**src/rtl/mem_bridge_pkg.sv**
```systemverilog
// Shared definitions for the memory bridge: FSM encoding and strobe sizing.
package mem_bridge_pkg;

   typedef enum logic [2:0] {
      IDLE,
      D_ADDR,
      D_DATA,
      I_ADDR,
      I_DATA
   } state_t;

   localparam int unsigned BYTE_W = 8;

   // Number of byte enables for a data bus of the given width.
   function automatic int unsigned strb_width(input int unsigned data_w);
      return data_w / BYTE_W;
   endfunction

endpackage

```
**src/rtl/mem_bridge_side_hold.sv**
```systemverilog
// Per-side completion flag and read-data hold register.
module side_hold #(
   parameter int unsigned DATA_W = 32
) (
   input  logic              clk,
   input  logic              rst,
   input  logic              set,
   input  logic              clear,
   input  logic [DATA_W-1:0] rdata,
   output logic              done,
   output logic [DATA_W-1:0] hold
);

   // Done flag: clear wins over set; hold captures bus data on completion.
   always_ff @(posedge clk or posedge rst) begin
      if (rst) begin
         done <= 1'b0;
         hold <= '0;
      end else begin
         if (clear) begin
            done <= 1'b0;
         end else if (set) begin
            done <= 1'b1;
         end
         if (set) begin
            hold <= rdata;
         end
      end
   end

endmodule

```
**src/rtl/mem_bridge.sv**
```systemverilog
// Bridge from split inst/data core ports to a single-outstanding bus.
module mem_bridge
   import mem_bridge_pkg::*;
#(
   parameter int unsigned ADDR_W = 32,
   parameter int unsigned DATA_W = 32
) (
   input  logic                          clk,
   input  logic                          rst,
   input  logic                          inst_req,
   input  logic [ADDR_W-1:0]             inst_addr,
   output logic [DATA_W-1:0]             inst_rdata,
   output logic                          inst_stall,
   input  logic                          data_req,
   input  logic                          data_wr,
   input  logic [ADDR_W-1:0]             data_addr,
   input  logic [DATA_W-1:0]             data_wdata,
   input  logic [strb_width(DATA_W)-1:0] data_wstrb,
   output logic [DATA_W-1:0]             data_rdata,
   output logic                          data_stall,
   input  logic                          pipe_stall,
   output logic                          bus_req,
   output logic                          bus_wr,
   output logic [ADDR_W-1:0]             bus_addr,
   output logic [DATA_W-1:0]             bus_wdata,
   output logic [strb_width(DATA_W)-1:0] bus_wstrb,
   input  logic                          bus_addr_ok,
   input  logic                          bus_data_ok,
   input  logic [DATA_W-1:0]             bus_rdata
);

   localparam int unsigned STRB_W = strb_width(DATA_W);

   state_t              state;
   state_t              state_next;
   logic [ADDR_W-1:0]   addr_q;
   logic                wr_q;
   logic [STRB_W-1:0]   strb_q;
   logic [DATA_W-1:0]   wdata_q;
   logic                inst_done;
   logic                data_done;
   logic [DATA_W-1:0]   inst_hold;
   logic [DATA_W-1:0]   data_hold;
   logic                inst_pend;
   logic                data_pend;
   logic                inst_fin;
   logic                data_fin;
   logic                hold_clear;

   assign inst_pend  = inst_req & ~inst_done;
   assign data_pend  = data_req & ~data_done;
   assign hold_clear = ~pipe_stall;

   // State register.
   always_ff @(posedge clk or posedge rst) begin
      if (rst) begin
         state <= IDLE;
      end else begin
         state <= state_next;
      end
   end

   // Next-state logic: data side has priority when both are pending.
   always_comb begin
      state_next = state;
      case (state)
         IDLE: begin
            if (data_pend) begin
               state_next = D_ADDR;
            end else if (inst_pend) begin
               state_next = I_ADDR;
            end
         end
         D_ADDR: if (bus_addr_ok) state_next = D_DATA;
         I_ADDR: if (bus_addr_ok) state_next = I_DATA;
         D_DATA: if (bus_data_ok) state_next = IDLE;
         I_DATA: if (bus_data_ok) state_next = IDLE;
         default: state_next = IDLE;
      endcase
   end

   // Request fields are latched in IDLE so the bus sees them stable while bus_req is high.
   always_ff @(posedge clk or posedge rst) begin
      if (rst) begin
         addr_q  <= '0;
         wr_q    <= 1'b0;
         strb_q  <= '0;
         wdata_q <= '0;
      end else if (state == IDLE) begin
         if (data_pend) begin
            addr_q  <= data_addr;
            wr_q    <= data_wr;
            strb_q  <= data_wr ? data_wstrb : '0;
            wdata_q <= data_wdata;
         end else begin
            addr_q  <= inst_addr;
            wr_q    <= 1'b0;
            strb_q  <= '0;
            wdata_q <= '0;
         end
      end
   end

   // Output decode: bus drive, completion detect, stalls and read-data muxing.
   always_comb begin
      bus_req    = (state == D_ADDR) || (state == I_ADDR);
      bus_addr   = addr_q;
      bus_wr     = bus_req & wr_q;
      bus_wstrb  = bus_req ? strb_q : '0;
      bus_wdata  = wdata_q;
      inst_fin   = (state == I_DATA) & bus_data_ok;
      data_fin   = (state == D_DATA) & bus_data_ok;
      inst_stall = inst_req & ~(inst_done | inst_fin);
      data_stall = data_req & ~(data_done | data_fin);
      inst_rdata = inst_fin ? bus_rdata : inst_hold;
      data_rdata = data_fin ? bus_rdata : data_hold;
   end

   side_hold #(.DATA_W(DATA_W)) u_inst_hold (
      .clk   (clk),
      .rst   (rst),
      .set   (inst_fin),
      .clear (hold_clear),
      .rdata (bus_rdata),
      .done  (inst_done),
      .hold  (inst_hold)
   );

   side_hold #(.DATA_W(DATA_W)) u_data_hold (
      .clk   (clk),
      .rst   (rst),
      .set   (data_fin),
      .clear (hold_clear),
      .rdata (bus_rdata),
      .done  (data_done),
      .hold  (data_hold)
   );

endmodule

```
**config.mk**
```make
export PLATFORM = sky130hd
export DESIGN_NAME = mem_bridge
export DESIGN_NICKNAME = d
export VERILOG_FILES = /design/src/rtl/mem_bridge_pkg.sv /design/src/rtl/mem_bridge_side_hold.sv /design/src/rtl/mem_bridge.sv
export SDC_FILE = /design/constraint.sdc
export NUM_CORES = 1
export LEC_CHECK = 0
export BUFFER_PORTS_ARGS = -buffer_cell sky130_fd_sc_hd__buf_2
export CORE_ASPECT_RATIO = 1.75
export CORE_MARGIN = 3
export CORE_UTILIZATION = 32
export CTS_CLUSTER_DIAMETER = 120
export DETAILED_ROUTE_END_ITERATION = 10
export PLACE_DENSITY_LB_ADDON = 0.1
export SETUP_SLACK_MARGIN = 0.15
export SKIP_LAST_GASP = 1
export SLEW_MARGIN = 5
export SYNTH_ARGS = -nofsm -noshare
export SYNTH_HDL_FRONTEND = slang
export SYNTH_SLANG_ARGS = --single-unit
```
**constraint.sdc**
```tcl
create_clock -name clk -period 6.12 [get_ports clk]
set_input_delay 0.918 -clock clk [delete_from_list [all_inputs] [get_ports clk]]
set_output_delay 0.918 -clock clk [all_outputs]
set_load 0.01 [all_outputs]
```
# Yosys cells after proc, flatten, opt, wreduce, memory -nomap -nowiden
# Cells that the tools add are included.
[totals]
elab_cells = 54
latchBits = 0
mem_bits_rw = 0
output_inout_bits = 136
register_bits = 138
input_bits = 140
mem_count = 0
mem_bits_ro = 0
[classes]
mul = 0
n_div = 0
bitwise_logic = 13
n_reduce_logical = 4
shifts = 0
magnitude_cmp = 0
mux = 18
n_addsub = 0
eq_ne = 10
[op_table]
columns = ["operator", "n"]
rows = [
  ["$mux 32", 4],
  ["$mux 3", 5],
  ["$mux 4", 3],
  ["$pmux 3 s4", 1],
  ["$and 1x1->1", 7],
  ["$eq 3x2->1 const B", 2],
  ["$ne 2x1->1 const B", 3],
  ["$mux 1", 5],
  ["$ne 2x2->1 const B", 2],
  ["$not 1->1", 4],
  ["$reduce_and 4->1", 1],
  ["$eq 3x1->1 const B", 1],
  ["$eq 3x3->1 const B", 1],
  ["$logic_not 3->1", 1],
  ["$ne 3x3->1 const B", 1],
  ["$or 1x1->1", 2],
  ["$reduce_or 2->1", 1],
  ["$logic_or 1x1->1", 1],
]

# Logic depth before layout (Yosys ltp)
# Gate-level depths: netlist (run 1).
[logic_depth]
word_depth = 5
mapped_depth = 6
mapped_depth_nobuf = 3

# Cells and area by module
# A second synthesis (run 1) with hierarchy kept.
[hier_totals]
hier_cells = 571
hier_area_um2 = 6765.2
[modules_own_cells]
columns = ["module", "area_per_inst_um2", "n_inst", "seq_area_each_um2", "cells_per_inst"]
rows = [
  ["mem_bridge", 4005.1, 1, 1801.7, 429],
  ["side_hold", 1380.1, 2, 825.8, 71],
]

# Least setup slack after synthesis (run 1)
# OpenSTA, ideal clock, no wires.
[synth_timing]
kind = "in2out"
from = "input bus_data_ok"
to = "output data_rdata[23]"
t_required_ns = 5.202
t_arrival_ns = 2.007
path_stages = 4
path_buffers = 1
path_slack_ns = 3.195
cell_sequence = "clkinv_1 > nor4b_4 > buf_6 > mux2_1"
[synth_via]
elab_chain_len = 2
[synth_rtl]
columns = ["item", "line_no", "source"]
rows = [
  ["start: declaration", "mem_bridge.sv:28", "input logic bus_data_ok,"],
  ["$and 1x1->1", "mem_bridge.sv:112", "data_fin = (state == D_DATA) & bus_data_ok;"],
  ["$mux 32", "--", ""],
  ["end: declaration", "mem_bridge.sv:19", "output logic [DATA_W-1:0] data_rdata,"],
]
# No other way between the ends.

# Worst setup path after layout (run 1)
[layout_timing]
from = "input bus_data_ok"
to = "output data_rdata[29]"
# Same word-level chain as after synthesis.

==> results of run 1 <==
-- worst min path at each step --
| stage | cells after the start | slack [ns] | endpoint |
|---|---|---|---|
| after CTS | 2 | 0.47 | bus_wdata[24] |
| after global routing | 1 | 0.49 | u_data_hold.hold[23] |
| after floorplan | 1 | 0.44 | wr_q |
| after global placement | 2 | 0.45 | bus_wdata[0] |
| after detailed placement | 2 | 0.45 | bus_wdata[6] |
| final | 2 | 0.46 | bus_wdata[20] |
-- area by class of cell --
cell class	instances	area (um2)	area share
Antenna cell	1	2.50	0.000319
Timing Repair Buffer	281	1420	0.181
Inverter	3	16.3	0.00207
Sequential cell	138	3450	0.440
Clock buffer	19	453	0.0577
Multi-Input combinational cell	321	2010	0.256
Tap cell	227	284	0.0362
Clock inverter	13	214	0.0272
-- critical path: cells and delay by family --
| family | cells | cell delay (ns) |
|---|---|---|
| simple gates | 1 | 0.24 |
| buf+inv | 4 | 0.86 |
| mux | 1 | 0.40 |
-- routing by layer --
metal / part of all wire / vias to the layer above / global-route usage
met4: 0.017 / 2 / 0.0596
met3: 0.082 / 17 / 0.0576
met1: 0.37 / 2184 / 0.172
li1: - / 2195 / -
met5: 0.00058 / - / 0
met2: 0.54 / 183 / 0.295
-- logic make-up (layout without fill, tap and decap cells) --
group,count (synthesis),after routing,share of synthesized area
and+or+nand+nor,212,212,0.160
DFF,138,138,0.613
muxes,64,64,0.141
AOI/OAI and AO/OA,44,44,0.0508
buffers and inverters,37,316,0.0340
xor gates and xnor gates,1,1,0.00155
other,0,1,0
-- layout by cell type (no fill, tap or decap), types with 16 or more instances in the layout --
cell type,instances
mux2_4,20
a31oi_1,32
buf_2,275
nor2_1,34
nand3_1,33
mux2_2,28
dfrtp_1,138
nand2_1,129
clkbuf_16,17
mux2_1,16
-- through the flow --
stage	instance area, um2	worst slack, ns	power, mW	hold slack [ns]	cells
floorplan	5640	1.51	2.51	0.441	496
global placement	7180	2.78	3.12	0.447	970
detailed placement	7180	2.76	3.17	0.453	970
CTS	7850	2.75	4.34	0.469	1002
global route	7850	2.65	4.55	0.485	1002
finish	7850	2.76	4.25	0.461	1003
-- synth_stat cells (3+ instances only) --
cell type,n
dfrtp_1,138
nand2_1,129
nor2_1,34
nand3_1,33
a31oi_1,32
mux2_2,28
mux2_4,20
clkbuf_1,16
mux2_1,16
buf_2,9
and2_1,5
a22o_1,4
buf_6,4
buf_4,3
-- sequential cells by signal (all words and copies together), names as in the netlist --
name and flops:
u_data_hold.hold 32, u_inst_hold.hold 32, bus_wdata 32, u_inst_hold.done 1, u_data_hold.done 1, strb_q 4
state 3, bus_addr 32, wr_q 1
-- report_power, final --
part	switching [mW]	internal, mW	total (mW)	leakage (nW)
clock network	0.394	0.749	1.14	0.320
registers	0.176	1.32	1.49	1.69
logic	0.904	0.709	1.61	2.11
total	1.47	2.78	4.25	4.13
==> flow_metrics.tcl, run 1 <==
set metrics [dict create \
    status "complete, no violations" \
    arrival_ns 2.44 \
    ys.flop_type "dfrtp_1" \
    clkTransAtPathRegs_ns 0.06 \
    final-hold-violation-count 0 \
    period_minus_slack_ns 3.36 \
    rsz0062_at_grt "false" \
    grt_max_degree 98 \
    vias_per_cell 4.57 \
    yosys.area.top_type "dfrtp_1" \
    finalSetupTns_ns 0 \
    die_width_um 106 \
    areaGrowthSynthToFinish_pct 39.3 \
    endpoint_kind "output pin" \
    endpoint "data_rdata[29]" \
    rows 63 \
    cts_buffers 17 \
    cp_cell_sequence "buf_2, clkinv_1, nor4b_4, buf_4, mux2_1, buf_2" \
    cp_max_fo 33 \
    drt_iter0_drc 155 \
    ant_nets 0 \
    worst_setup_path_start_kind "input port" \
    r2r_end "strb_q[2]" \
    worst_pin_slew_ns 1.02 \
    clockBufferDepth 2 \
    setup_violations 0 \
    vias 4581 \
    drive_above_1_share 0.472 \
    grtUsageTotal 0.163 \
    synthArstFlopShare 1.00 \
    routed_wl_um 15600 \
    synth_nets 636 \
    powerDensity_nw_per_um2 541 \
    cp_common_cell "buf_2" \
    synthTopCellsByArea "dfrtp_1 (61%), nand2_1 (8.6%), mux2_2 (5.6%)" \
    cts_hold_buf 0 \
    worst_ep_required_time_ns 5.20 \
    cts.sinks 138 \
    start_util 0.330 \
    synth_cell_types 31 \
    cts.htree.levels 4 \
    clock_latency_ns 0.41 \
    antenna_found_initial 2 \
    fin_skew_ns 0.00772 \
    critPathKind "input port to output pin" \
    leakagePower_nw 4.13 \
    timing.final.crit_share 0.548 \
    synth_top_area_frac 0.613 \
    syn_area_per_cell_um2 11.4 \
    crit_start "bus_data_ok" \
    cts_tree "done" \
    synth_area_um2 5640 \
    cap_violations 0 \
    ctsResizeCount 0 \
    hold_start "bus_wdata[20]" \
    fill_cells 1650 \
    clock.fmax_mhz 298 \
    coreArea_um2 17100 \
    dp_hpwl_um 11500 \
    vdd_ir_drop_max_mv 0.248 \
    dieArea_um2 19300 \
    ys_warn_count 0 \
    worst_r2r_startpoint "state[0]" \
    cts_setup_buffers 0 \
    dieHeight_um 182 \
    dr.pass1.iters 4 \
    hold_path_class "register to register" \
    crit_path_top_delay_cell "buf_4" \
    overflow 0 \
    cpPeakStageDelay_ns 0.51 \
    r2r_slack_ns 4.06 \
    grt_pass1_wl_um 24900 \
    gp_congestion 0.775 \
    nets 902 \
    port_buffers 275 \
    grt_pass1_vias 4843 \
    drc 0 \
    utilization 0.459 \
    wl_per_cell_um 15.5 \
    ys_seq_area_frac 0.613 \
    ys_seq_elements 138 \
    r2r_cells 4 \
    io_pins 276 \
    synthCells 496 \
    maxSlewHeadroom 0.317 \
    synth_edf_count 0 \
    clockRootBuffer "clkbuf_16" \
    slew_violations 0 \
]
No activity file was read; power rests on OpenSTA's default activity.
==> run 2, diff against run 1 <==
- ABC_AREA: default -> 1
- clock period: 6.12 -> 3.4 ns (I/O delays scaled with it)
==> run 2 against run 1 <==
  * Critical path depth shrank 1
  * Area after synthesis down 1.4%
  * Final cell count rose by 12%
  * Non-clock buffer count grew 2
  * Synthesized cell count rose by 26%
  * Register-to-register slack worse by 2.7 ns
  * Die area fell by 1.3%
  * Combinational power grew 99%
  * Flip-flop and latch count is the same
  * Critical path type is now register to output pin
==> flow_metrics.tcl, run 2 <==
set metrics [dict create \
    wl_per_cell_um 14.6 \
    cts_setup_buffers 0 \
    dr.pass1.iters 5 \
    stdcell_area_um2 7700 \
    timing.final.crit_share 0.834 \
    vias 5071 \
    r2r_end "bus_wdata[2]" \
    cts_buffers 17 \
    hold_path_class "input port to async pin" \
    clock.fmax_mhz 353 \
    layout_setup_ws_ns 0.566 \
    drive_above_1_share 0.354 \
    grt_max_degree 139 \
    vdd_ir_drop_max_mv 0.388 \
    synth_area_um2 5560 \
    worst_pin_slew_ns 0.734 \
    gp_congestion 0.778 \
    leakagePower_nw 4.12 \
    final-hold-violation-count 0 \
    p_total_mw 7.76 \
    crit_start "state[1]" \
    arrival_ns 2.32 \
    synth.most_common_cell "nand2_1" \
    r2r_slack_ns 1.34 \
    vias_per_cell 4.51 \
    port_buffers 275 \
    met1_usage 0.193 \
    final_common_cell "buf_2" \
    overflow 0 \
    hold_ws_ns 0.323 \
    powerDensity_nw_per_um2 1010 \
    cts_tree "done" \
    drc 0 \
    ys_seq_elements 138 \
    met2_usage 0.300 \
    yosys.area.top_type "dfrtp_1" \
    clockBufferDepth 2 \
    finalSetupTns_ns 0 \
    most-common-layout-cells "buf_2 (275), nand2_1 (174), dfrtp_1 (138), nor2_1 (71), o21ai_0 (66)" \
    pre_cts_slack_ns 0.695 \
    endpoint "inst_rdata[11]" \
    fill_cells 1779 \
    rows 63 \
    drt_iter0_drc 205 \
    syn_area_per_cell_um2 8.92 \
    endpoint_kind "output pin" \
    synthTopCellsByCount "nand2_1 (174), dfrtp_1 (138), nor2_1 (71)" \
    placed_area_um2 7120 \
    diodes 0 \
    antenna_found_initial 0 \
    setup_violations 0 \
    r2r_cells 7 \
    synthArstFlopShare 1.00 \
    utilization 0.452 \
    clockRootBuffer "clkbuf_16" \
    maxSlewHeadroom 0.511 \
    synth_cell_types 15 \
    cp_max_fo 43 \
    slew_violations 0 \
    io_pins 276 \
    dp_hpwl_um 11700 \
    cap_violations 0 \
    coreArea_um2 17000 \
    dp.cells 1094 \
    synth_edf_count 0 \
    synth_nets 763 \
    routed_wl_um 16400 \
    nets 1026 \
    cts.sinks 138 \
    cts.htree.levels 4 \
    grtUsageTotal 0.173 \
    areaGrowthSynthToFinish_pct 38.4 \
    clock_latency_ns 0.41 \
    rsz0062_at_grt "false" \
    worst_setup_path_start_kind "register" \
    die_width_um 106 \
    status "complete, no violations" \
    ys_seq_area_frac 0.621 \
    start_util 0.326 \
    ys.flop_type "dfrtp_1" \
    worst_r2r_startpoint "u_data_hold.done" \
    synthTopCellsByArea "dfrtp_1 (62%), nand2_1 (12%), o21ai_0 (5.9%)" \
    worst_ep_required_time_ns 2.89 \
    dieHeight_um 180 \
    period_minus_slack_ns 2.83 \
    busiest_layer "met2" \
    clkTransAtPathRegs_ns 0.06 \
    synth_top_area_frac 0.621 \
    grt_pass1_vias 5242 \
    critPathKind "register to output pin" \
    grt_pass1_wl_um 26100 \
    fin_skew_ns 0.0115 \
    ant_nets 0 \
    use_met3 0.0480 \
    synthCells 623 \
    ys_warn_count 0 \
    dieArea_um2 19100 \
    fin_cells 1125 \
]
## run 2: logic make-up after synthesis
| logic type | Yosys count | synth area share |
|---|---|---|
| AOI/OAI and AO/OA | 136 | 0.131 |
| buffers and inverters | 91 | 0.0675 |
| and+or+nand+nor | 258 | 0.181 |
| DFF | 138 | 0.621 |
## run 2: critical path, cell delays in order, from the launching register on
cell     delay [ns]
dfrtp_1        0.47
nor2_1         0.26
nand3_4        0.39
buf_4          0.33
o21ai_0        0.26
buf_2          0.19
## run 2: worst min-delay path by stage
stage	start	end	cells past startpoint
2_1_floorplan	u_data_hold.done	u_data_hold.done	2
3_3_place_gp	u_data_hold.hold[28]	u_data_hold.hold[28]	2
3_5_place_dp	u_inst_hold.hold[25]	u_inst_hold.hold[25]	2
4_1_cts	pipe_stall	u_data_hold.done	3
5_1_grt	data_wdata[17]	bus_wdata[17]	3
6_report	rst	bus_wdata[9]	3
## run 2: what timing repair did
item	in CTS	in global routing
resized for setup	0	1
endpoints found under the hold margin	0	0
hold buffers	0	0
endpoints found under the setup margin	0	9
## run 2: where the power goes
group	leakage, nW	internal, mW	switching [mW]	total (mW)
clock network	0.275	1.09	0.703	1.79
registers	1.68	2.44	0.324	2.76
logic	2.17	1.18	2.02	3.21
total	4.12	4.71	3.05	7.76
## run 2: layer usage
metal	up-vias	routed length [um]
met4	0	436
met2	199	8540
li1	2532	-
met1	2307	6370
met3	33	1090
met5	-	0
## run 2: layout make-up
class | count | area (um2) | area share
Tap cell | 227 | 284 | 0.0369
Inverter | 52 | 199 | 0.0258
Timing Repair Buffer | 283 | 1450 | 0.188
Multi-Input combinational cell | 394 | 1740 | 0.226
Clock inverter | 12 | 125 | 0.0163
Sequential cell | 138 | 3450 | 0.449
Clock buffer | 19 | 443 | 0.0576
